[src/rtl/ps2_kbmat.sv]
// ps2_kbmat: PS/2 set-2 receiver maintaining the Z88 64-key matrix image; define PS2_KBMAT_PARITY_EN to enforce odd parity
module ps2_kbmat #(
   parameter int FILT_LEN    = 8,
   parameter int TIMEOUT_CYC = 19660
) (
   input  logic        mck,
   input  logic        rin_n,
   input  logic        ps2_clk,
   input  logic        ps2_dat,
   output logic [63:0] kbmat,
   output logic        code_stb,
   output logic [7:0]  code,
   output logic        frm_err
);
   localparam int FW = $clog2(FILT_LEN + 1);
   localparam int WW = $clog2(TIMEOUT_CYC + 1);
`ifdef PS2_KBMAT_PARITY_EN
   localparam bit PARITY_EN = 1'b1;
`else
   localparam bit PARITY_EN = 1'b0;
`endif

   typedef enum logic [1:0] {IDLE, DATA, PARITY, STOP} state_t;

   logic [1:0]    clk_sync, dat_sync;
   logic          clk_f, dat_f, fall;
   logic [FW-1:0] clk_cnt, dat_cnt;
   state_t        state, state_n;
   logic [2:0]    bitcnt, bitcnt_n;
   logic [7:0]    sr, sr_n, code_n;
   logic          odd, odd_n, stb_n, err_n, par_ok;
   logic [WW-1:0] wdog, wdog_n;
   logic          ext, brk, hit;
   logic [5:0]    idx;

   assign par_ok = odd || !PARITY_EN;

   // two-flop synchronisers, preset to the idle-high line level
   always_ff @(posedge mck or negedge rin_n)
      if (!rin_n) begin
         clk_sync <= 2'b11;
         dat_sync <= 2'b11;
      end else begin
         clk_sync <= {clk_sync[0], ps2_clk};
         dat_sync <= {dat_sync[0], ps2_dat};
      end

   // glitch filters: a new level is accepted after FILT_LEN consecutive agreeing samples
   always_ff @(posedge mck or negedge rin_n)
      if (!rin_n) begin
         clk_f   <= 1'b1;
         dat_f   <= 1'b1;
         clk_cnt <= '0;
         dat_cnt <= '0;
         fall    <= 1'b0;
      end else begin
         fall <= 1'b0;
         if (clk_sync[1] == clk_f)
            clk_cnt <= '0;
         else if (clk_cnt == FW'(FILT_LEN - 1)) begin
            clk_f   <= clk_sync[1];
            clk_cnt <= '0;
            fall    <= clk_f;
         end else
            clk_cnt <= clk_cnt + 1'b1;
         if (dat_sync[1] == dat_f)
            dat_cnt <= '0;
         else if (dat_cnt == FW'(FILT_LEN - 1)) begin
            dat_f   <= dat_sync[1];
            dat_cnt <= '0;
         end else
            dat_cnt <= dat_cnt + 1'b1;
      end

   // frame sequencing on filtered clock falls; odd tracks parity of data plus parity bit
   always_comb begin
      state_n  = state;
      bitcnt_n = bitcnt;
      sr_n     = sr;
      odd_n    = odd;
      code_n   = code;
      stb_n    = 1'b0;
      err_n    = 1'b0;
      wdog_n   = (state == IDLE || fall) ? '0 : wdog + 1'b1;
      if (fall)
         case (state)
            IDLE:
               if (!dat_f) begin
                  state_n  = DATA;
                  bitcnt_n = '0;
                  odd_n    = 1'b0;
               end
            DATA: begin
               sr_n     = {dat_f, sr[7:1]};
               odd_n    = odd ^ dat_f;
               bitcnt_n = bitcnt + 1'b1;
               state_n  = (bitcnt == 3'd7) ? PARITY : DATA;
            end
            PARITY: begin
               odd_n   = odd ^ dat_f;
               state_n = STOP;
            end
            default: begin
               state_n = IDLE;
               stb_n   = dat_f && par_ok;
               err_n   = !(dat_f && par_ok);
               code_n  = (dat_f && par_ok) ? sr : code;
            end
         endcase
      else if (state != IDLE && wdog == WW'(TIMEOUT_CYC)) begin
         state_n  = IDLE;
         bitcnt_n = '0;
         err_n    = 1'b1;
         wdog_n   = '0;
      end
   end

   // frame state, watchdog and registered result strobes
   always_ff @(posedge mck or negedge rin_n)
      if (!rin_n) begin
         state    <= IDLE;
         bitcnt   <= '0;
         sr       <= '0;
         odd      <= 1'b0;
         wdog     <= '0;
         code     <= '0;
         code_stb <= 1'b0;
         frm_err  <= 1'b0;
      end else begin
         state    <= state_n;
         bitcnt   <= bitcnt_n;
         sr       <= sr_n;
         odd      <= odd_n;
         wdog     <= wdog_n;
         code     <= code_n;
         code_stb <= stb_n;
         frm_err  <= err_n;
      end

   // set-2 {ext, scancode} to Z88 matrix bit index (col*8+row)
   always_comb begin
      idx = '0;
      hit = 1'b1;
      case ({ext, code})
         9'h03D: idx = 6'd0;
         9'h03E: idx = 6'd1;
         9'h031: idx = 6'd2;
         9'h02A: idx = 6'd3;
         9'h022: idx = 6'd4;
         9'h036: idx = 6'd5;
         9'h05A: idx = 6'd6;
         9'h066: idx = 6'd7;
         9'h046: idx = 6'd8;
         9'h03A: idx = 6'd9;
         9'h032: idx = 6'd10;
         9'h021: idx = 6'd11;
         9'h01A: idx = 6'd12;
         9'h02E: idx = 6'd13;
         9'h175: idx = 6'd14;
         9'h05D: idx = 6'd15;
         9'h045: idx = 6'd16;
         9'h04B: idx = 6'd17;
         9'h03B: idx = 6'd18;
         9'h034: idx = 6'd19;
         9'h023: idx = 6'd20;
         9'h025: idx = 6'd21;
         9'h172: idx = 6'd22;
         9'h055: idx = 6'd23;
         9'h01D: idx = 6'd24;
         9'h042: idx = 6'd25;
         9'h033: idx = 6'd26;
         9'h02B: idx = 6'd27;
         9'h01B: idx = 6'd28;
         9'h026: idx = 6'd29;
         9'h174: idx = 6'd30;
         9'h04E: idx = 6'd31;
         9'h04D: idx = 6'd32;
         9'h043: idx = 6'd33;
         9'h035: idx = 6'd34;
         9'h02D: idx = 6'd35;
         9'h01C: idx = 6'd36;
         9'h01E: idx = 6'd37;
         9'h16B: idx = 6'd38;
         9'h05B: idx = 6'd39;
         9'h044: idx = 6'd40;
         9'h03C: idx = 6'd41;
         9'h02C: idx = 6'd42;
         9'h024: idx = 6'd43;
         9'h015: idx = 6'd44;
         9'h016: idx = 6'd45;
         9'h029: idx = 6'd46;
         9'h054: idx = 6'd47;
         9'h052: idx = 6'd48;
         9'h04C: idx = 6'd49;
         9'h041: idx = 6'd50;
         9'h011: idx = 6'd52;
         9'h00D: idx = 6'd53;
         9'h012: idx = 6'd54;
         9'h04A: idx = 6'd57;
         9'h049: idx = 6'd58;
         9'h058: idx = 6'd59;
         9'h014: idx = 6'd60;
         9'h076: idx = 6'd61;
         9'h059: idx = 6'd63;
         default: hit = 1'b0;
      endcase
   end

   // prefix tracking and matrix update, one bit per byte except the clear-all codes
   always_ff @(posedge mck or negedge rin_n)
      if (!rin_n) begin
         kbmat <= '0;
         ext   <= 1'b0;
         brk   <= 1'b0;
      end else if (code_stb) begin
         if (code == 8'hE0)
            ext <= 1'b1;
         else if (code == 8'hF0)
            brk <= 1'b1;
         else begin
            ext <= 1'b0;
            brk <= 1'b0;
            if (code == 8'hAA || code == 8'hFC || code == 8'h00 || code == 8'hFF)
               kbmat <= '0;
            else if (hit)
               kbmat[idx] <= !brk;
         end
      end else if (frm_err) begin
         ext <= 1'b0;
         brk <= 1'b0;
      end
endmodule

[config.mk]
export PLATFORM = sky130hd
export DESIGN_NAME = ps2_kbmat
export DESIGN_NICKNAME = d
export VERILOG_FILES = /design/src/rtl/ps2_kbmat.sv
export SDC_FILE = /design/constraint.sdc
export NUM_CORES = 1
export LEC_CHECK = 0
export CORE_MARGIN = 10
export CORE_UTILIZATION = 31
export CTS_BUF_LIST = sky130_fd_sc_hd__clkbuf_8
export CTS_CLUSTER_DIAMETER = 60
export DETAILED_ROUTE_END_ITERATION = 6
export GPL_TIMING_DRIVEN = 0
export REMOVE_ABC_BUFFERS = 1
export SETUP_SLACK_MARGIN = 0.02
export SLEW_MARGIN = 40
export SYNTH_ARGS = -nofsm -noshare
export SYNTH_HDL_FRONTEND = slang
export SYNTH_SLANG_ARGS = --single-unit
export TNS_END_PERCENT = 1
[constraint.sdc]
create_clock -name mck -period 3.47 [get_ports mck]
set_input_delay 0.8675 -clock mck [delete_from_list [all_inputs] [get_ports mck]]
set_output_delay 0.8675 -clock mck [all_outputs]
set_load 0.01 [all_outputs]
==> impl_metrics.toml <==
[run_status]
status = "finished clean"

[power]
pwr_density_cell_nw_per_um2 = 355
vdd_drop_max_mv = 0.334
leakagePower_nw = 3.24

[clock_tree]
hold_buffers = 0
cts_sinks = 119
htreeDepth = 4
root_buffer = "clkbuf_8"
path_clk_slew_ps = 70
cts_buffers = 17
cts.path.max_buffers = 2
clkLatencyLatePin_ps = 440
cts_tree = "built"

[sta]
tightest_slew_ps = 688
period_needed_ps = 3240
setup_viol = 0
clock_skew_ps = 7.65
hold_viol = 0
grt_setup_unrepaired = "no"
setup_tns_ps = 0
layout_setup_ws_ps = 232
slew_headroom = 0.540
holdWs_ps = 353
min_period_over_period = 0.933
drv_slew = 0
fmax_ghz = 0.309

[synth]
synth-simple-area-share = 0.201
synth_seq_area_share = 0.461
synth_mux_area_frac = 0.0222
ys.warnings.count = 0
synth-xor-area-share = 0.0243
synthFlopType = "dfrtp_1"
synth_edf_count = 0
ys_types = 84
synth_top_family_by_area = "compound AO/OA/AOI/OAI gates"
synthCells = 697
synth_async_sr_flop_share = 1.00
synth_seq_cells = 119
synthAdderAreaFrac = 0.0116
synth-compound-area-share = 0.213
syn_area_um2 = 6480
avgSynthCellArea_um2 = 9.30

[finish]
drive_gt1_frac = 0.143
layout.nets = 759
diodes = 0
syn2layout_area_growth_pct = 22.3
num-fill-cells = 2075

[placed_design]
portBuffers = 77
dp_hpwl_um = 13000
gp_congestion = 0.933
preCtsSetupSlack_ps = -82.3

[global_route]
grtUsageTotal = 0.136
antenna_found_initial = 1
grt_overflow = 0
grt_pass1_vias = 5226
grt_pass1_wl_um = 29300
grt_start_max_net_pins = 63

[route]
wl_per_cell_um = 18.2
viasPerCell = 5.33
drcViolationCount = 0
vias = 5505
routed_wl_um = 18800
drt_iter0_markers = 519
antenna_left = 0
dr.pass1.iters = 5

[critical_path]
crit_required_ps = 3850
crit_fanout = 33
cp.arrival_ps = 3620
regToRegStartpoint = "code[3]$_DFFE_PN0P_"
start_kind = "flop"
reg2reg_depth = 9
rr_endpoint = "kbmat[18]$_DFFE_PN0P_"
crit_type = "reg2reg"
worstSetupEndpointType = "flop"
r2r_setup_slack_ps = 230

[floorplan]
initial_core_util = 0.317
die_y_um = 165
fp.dieArea_um2 = 27100
die_w_um = 165
core_um2 = 20400
rows = 52
io_pins = 78

[worst_hold_path]
min_path_type = "in2async"

[job]
drv_cap = 0
==> worst max path at each step <==
stage	start	to	slack, ps	depth (start not counted)
3_3_place_gp	code[3]$_DFFE_PN0P_	kbmat[41]$_DFFE_PN0P_	-3750	6
5_1_grt	code[3]$_DFFE_PN0P_	kbmat[15]$_DFFE_PN0P_	70	9
6_report	code[3]$_DFFE_PN0P_	kbmat[18]$_DFFE_PN0P_	230	9
2_1_floorplan	code[3]$_DFFE_PN0P_	kbmat[42]$_DFFE_PN0P_	-1330	6
4_1_cts	code[1]$_DFFE_PN0P_	kbmat[1]$_DFFE_PN0P_	30	9
3_5_place_dp	code[0]$_DFFE_PN0P_	kbmat[1]$_DFFE_PN0P_	-80	9
==> cells by family after synthesis <==
group | Yosys count
mux | 13
flops | 119
simple gates | 236
xor+xnor | 18
buf+inv | 83
fa+ha+maj | 6
compound gates | 222
==> cell usage after synthesis, drive strengths merged (3+ instances only) <==
cell type | instances | area share
dfrtp | 113 | 0.44
o21ai | 80 | 0.062
a21oi | 62 | 0.048
nand2 | 60 | 0.035
nor2 | 51 | 0.032
buf | 36 | 0.040
inv | 29 | 0.017
nand3 | 27 | 0.022
nor3 | 19 | 0.017
o22ai | 19 | 0.022
clkbuf | 17 | 0.010
nor2b | 13 | 0.013
o31ai | 13 | 0.016
nand4 | 12 | 0.012
mux2 | 11 | 0.019
xnor2 | 10 | 0.014
nand2b | 8 | 0.0077
xor2 | 8 | 0.011
dfstp | 6 | 0.024
ha | 6 | 0.012
a22oi | 5 | 0.0058
and2 | 5 | 0.0048
and3 | 5 | 0.0048
nor4 | 5 | 0.0058
a211oi | 4 | 0.0046
nor3b | 4 | 0.0046
nor4b | 4 | 0.0073
nor4bb | 4 | 0.0081
a22o | 3 | 0.0041
a31o | 3 | 0.0041
a31oi | 3 | 0.0029
o211ai | 3 | 0.0035
o41ai | 3 | 0.0041
or2 | 3 | 0.0029
or3 | 3 | 0.0029
==> registers in the layout, summed over array words and instances (netlist names) <==
register,cells
ext,1
dat_cnt,4
bitcnt,3
clk_cnt,4
dat_f,1
frm_err,1
dat_sync,2
code_stb,1
clk_f,1
fall,1
state,2
clk_sync,2
kbmat,64
code,8
brk,1
sr,8
wdog,15
==> report_power, final <==
group          internal [mW]  leakage, nW  total [mW]  switching [mW]
Clock                  0.680        0.213        1.23           0.547
Sequential              1.44         1.62        1.47          0.0331
Combinational         0.0507         1.41       0.119          0.0683
Total                   2.17         3.24        2.82           0.649
==> critical path, stage by stage, from the launching register on <==
cell      delay [ps]
dfrtp_4          660
nand2_1          400
nor3_2           140
a32oi_1          230
nand3_1          200
or4_4            640
o21bai_4         390
buf_8            250
o21ai_1           90
a21bo_1          170
==> through the flow <==
step	instance area, um^2	util	std cells	total power, mW
2_1_floorplan	6160	-	644	1.56
4_1_cts	7880	0.386	1031	2.86
3_3_place_gp	7270	0.356	991	1.61
5_1_grt	7930	0.388	1032	2.96
3_5_place_dp	7450	0.365	999	1.62
6_report	7930	0.388	1032	2.82
==> cells in the final DEF (no fill, tap or decap), drive strengths merged, types with 5 or more instances in the layout <==
cell type,synthesis,layout
dfrtp,113,113
o21ai,80,80
clkdlybuf4s50,0,76
a21oi,62,62
nand2,60,60
nor2,51,51
inv,29,33
nand3,27,27
clkbuf,17,20
nor3,19,19
o22ai,19,19
nor2b,13,13
o31ai,13,13
nand4,12,12
mux2,11,11
xnor2,10,10
buf,36,9
xor2,8,8
nand2b,8,8
ha,6,6
dfstp,6,6
clkinv,1,6
and3,5,5
and2,5,5
a22oi,5,5
nor4,5,5
==> what timing repair did <==
action | 4_1_cts | 5_1_grt
hold endpoints to repair | 0 | 0
buffers inserted | 0 | 0
gates resized for setup | 8 | 13
pin swaps | 0 | 1
gates cloned | 0 | 1
endpoints found under the setup margin | 36 | 52
==> area by class of cell <==
class,instances,area [um^2],area share
inverters,30,113,0.0142
clock buffers,20,275,0.0347
repair buffers,85,890,0.112
clock inverters,12,111,0.0140
multi-input cells,496,3200,0.403
well taps,270,338,0.0426
flip-flops and latches,119,3000,0.379
==> layer usage <==
metal  vias to the layer above  share of wire  GRT usage
met5                         -              0          0
met4                         0          0.031     0.0596
met3                        42          0.072     0.0336
met2                       220           0.46      0.205
met1                      2616           0.44      0.182
li1                       2627              -          -
Power figures use the tool's default switching activity.
==> variant 1: new RTL, same flow settings <==
Change the parameter `FILT_LEN` from 8 to 4.
--- a/src/rtl/ps2_kbmat.sv
+++ b/src/rtl/ps2_kbmat.sv
@@ -2,3 +2,3 @@
 module ps2_kbmat #(
-   parameter int FILT_LEN    = 8,
+   parameter int FILT_LEN    = 4,
    parameter int TIMEOUT_CYC = 19660
Behaviour: same outputs for any inputs over 10 cycles, from zero or initial values; that may be too few to reach the edited logic, so the function may still have changed.
==> variant 1 against the unedited design <==
Synthesized area increased by 1.1%; total power down 2.8%; clock skew increased by 6.9 ps; highest routed layer unchanged; routed wire length increased by 15%; critical endpoint is now kbmat[20]$_DFFE_PN0P_; design area is 4.2% higher; sequential power about the same; setup slack worse by 98 ps; critical path type unchanged; sequential cell count decreased by 2.
==> variant 1: results (changes against the unedited design) <==
Routing
  • Total iterations of the first detailed-routing run: 5 (unchanged)
  • DR iter-0 viols: 469 (-9.6%)
  • WL/cell: 20.3 um (+11%)
  • Via count: 6021 (+9.4%)

Global routing
  • M3 GR Usage: 4.91% (+1.5 points)
  • Tot GR Track Use: 15.7% (+2.0 points)
  • Routing usage on met2: 23.6% (+3.1 points)
  • Largest net degree at the start of global routing: 65 (+3.2%)
  • Routing usage on met1: 20.3% (+2.1 points)
  • First-pass GRT wire length: 33600 um (+15%)
  • Vias in the first global route: 5803 (+11%)

Status
  • Status: finished, final reports clean

Timing
  • Final clock skew: 14.6 ps (+6.90 ps)
  • Worst Max-Slew Pin Slew: 770 ps (+82.1 ps)

Power
  • LEAKAGE: 3.27 nW (+0.80%)

Layout
  • Fill cells: 2093 (+0.87%)
  • Non-Filler Instances: 1068 (+3.5%)
  • Fin nets: 790 (+4.1%)
  • Share of cells above drive strength 1: 15.3% (+0.95 points)

Logic synthesis
  • Area contributors post-synth: dfrtp_1 (42%), o31ai_1 (6.9%), o21ai_0 (4.7%), a21oi_1 (3.8%), nand2_1 (3.3%)
  • Sequential area share after synthesis: 44.8% (-1.3 points)
  • Syn avg cell area: 9.08 um^2 (-2.4%)
  • Post-synth cell types: 71 (-15%)
  • XOR/XNOR Fraction of Synth Area: 2.41% (-0.026 points)
  • Compound-Gate Fraction of Synth Area: 22.3% (+0.95 points)
  • Multiplexer share of the synthesized area: 2.20% (-0.024 points)
  • Post-Synth Adder-Cell Area: 1.15% (-0.013 points)
  • Post-synth top cells: dfrtp_1 (111), o21ai_0 (61), o31ai_1 (60)

Place
  • Pre-CTS setup slack: -731 ps (-648 ps)
  • Placed Cells: 1023 (+2.4%)
  • Routability Congestion: 0.956 (+2.5%)
  • DP Area: 7660 um^2 (+2.8%)

Worst setup path
  • Crit path max fanout: 17 (-48%)
  • Critical path arrival: 3710 ps (+90 ps)
  • Reg2reg path depth: 11 (+2)

CTS
  • CTS Buf Count: 17 (unchanged)
  • Clk_lat worst skew: 460 ps (+20 ps)
variant 1: kinds of logic (layout without fill, tap and decap cells):
kind of cell	Yosys count	in the layout
AOI/OAI and AO/OA	226	226
buffers and inverters	81	152
muxes	13	13
adders and majority gates	6	6
and+or+nand+nor	261	261
xor gates and xnor gates	18	18
DFF	117	117
variant 1: where the power goes:
group          leakage, nW  internal, mW  total (mW)  switching, mW
Sequential            1.59          1.42        1.47         0.0470
Combinational         1.50        0.0697       0.167         0.0976
Clock                0.175         0.503        1.10          0.596
Total                 3.27          2.00        2.74          0.741
variant 1: path summary, 6_finish.rpt:
check	start	endpoint	slack, ps
min in group mck	dat_sync[0]$_DFF_PN1_	dat_sync[1]$_DFF_PN1_	360
worst max-delay path	code[2]$_DFFE_PN0P_	kbmat[20]$_DFFE_PN0P_	130
worst min register to register	dat_sync[0]$_DFF_PN1_	dat_sync[1]$_DFF_PN1_	360
max in group asynchronous	rin_n	code[0]$_DFFE_PN0P_	2470
worst min-delay path	rin_n	wdog[1]$_DFF_PN0_	310
worst max register to register	code[2]$_DFFE_PN0P_	kbmat[20]$_DFFE_PN0P_	130
variant 1: cell type report:
| cell class | instances | area (um^2) | share of cell area [%] |
|---|---|---|---|
| Timing Repair Buffer | 104 | 1080 | 13.1 |
| Sequential cell | 117 | 2960 | 35.9 |
| Inverter | 16 | 60.1 | 0.727 |
| Clock inverter | 14 | 91.3 | 1.11 |
| Multi-Input combinational cell | 524 | 3480 | 42.1 |
| Tap cell | 275 | 344 | 4.16 |
| Clock buffer | 18 | 248 | 3.00 |
variant 1: critical path, cell delays in order (launching register included):
cell	delay, ps
dfrtp_4	600
inv_1	290
and3_1	350
a21oi_1	350
nand3_1	110
or3_1	490
nor4_4	270
buf_4	230
buf_4	210
buf_4	180
o31ai_1	80
o21ai_0	80
variant 1: repair_timing:
item,in CTS,in global routing
setup buffers,8,5
resized for setup,19,13
gates cloned,0,0
endpoints found under the setup margin,58,45
hold buffers,0,0
pin swaps,2,3
variant 1: routing by layer:
| layer | vias to the layer above | share of wire [%] |
|---|---|---|
| li1 | 2794 | - |
| met1 | 2942 | 43 |
| met2 | 228 | 46 |
| met3 | 57 | 8.2 |
| met4 | 0 | 3.1 |
| met5 | - | 0 |
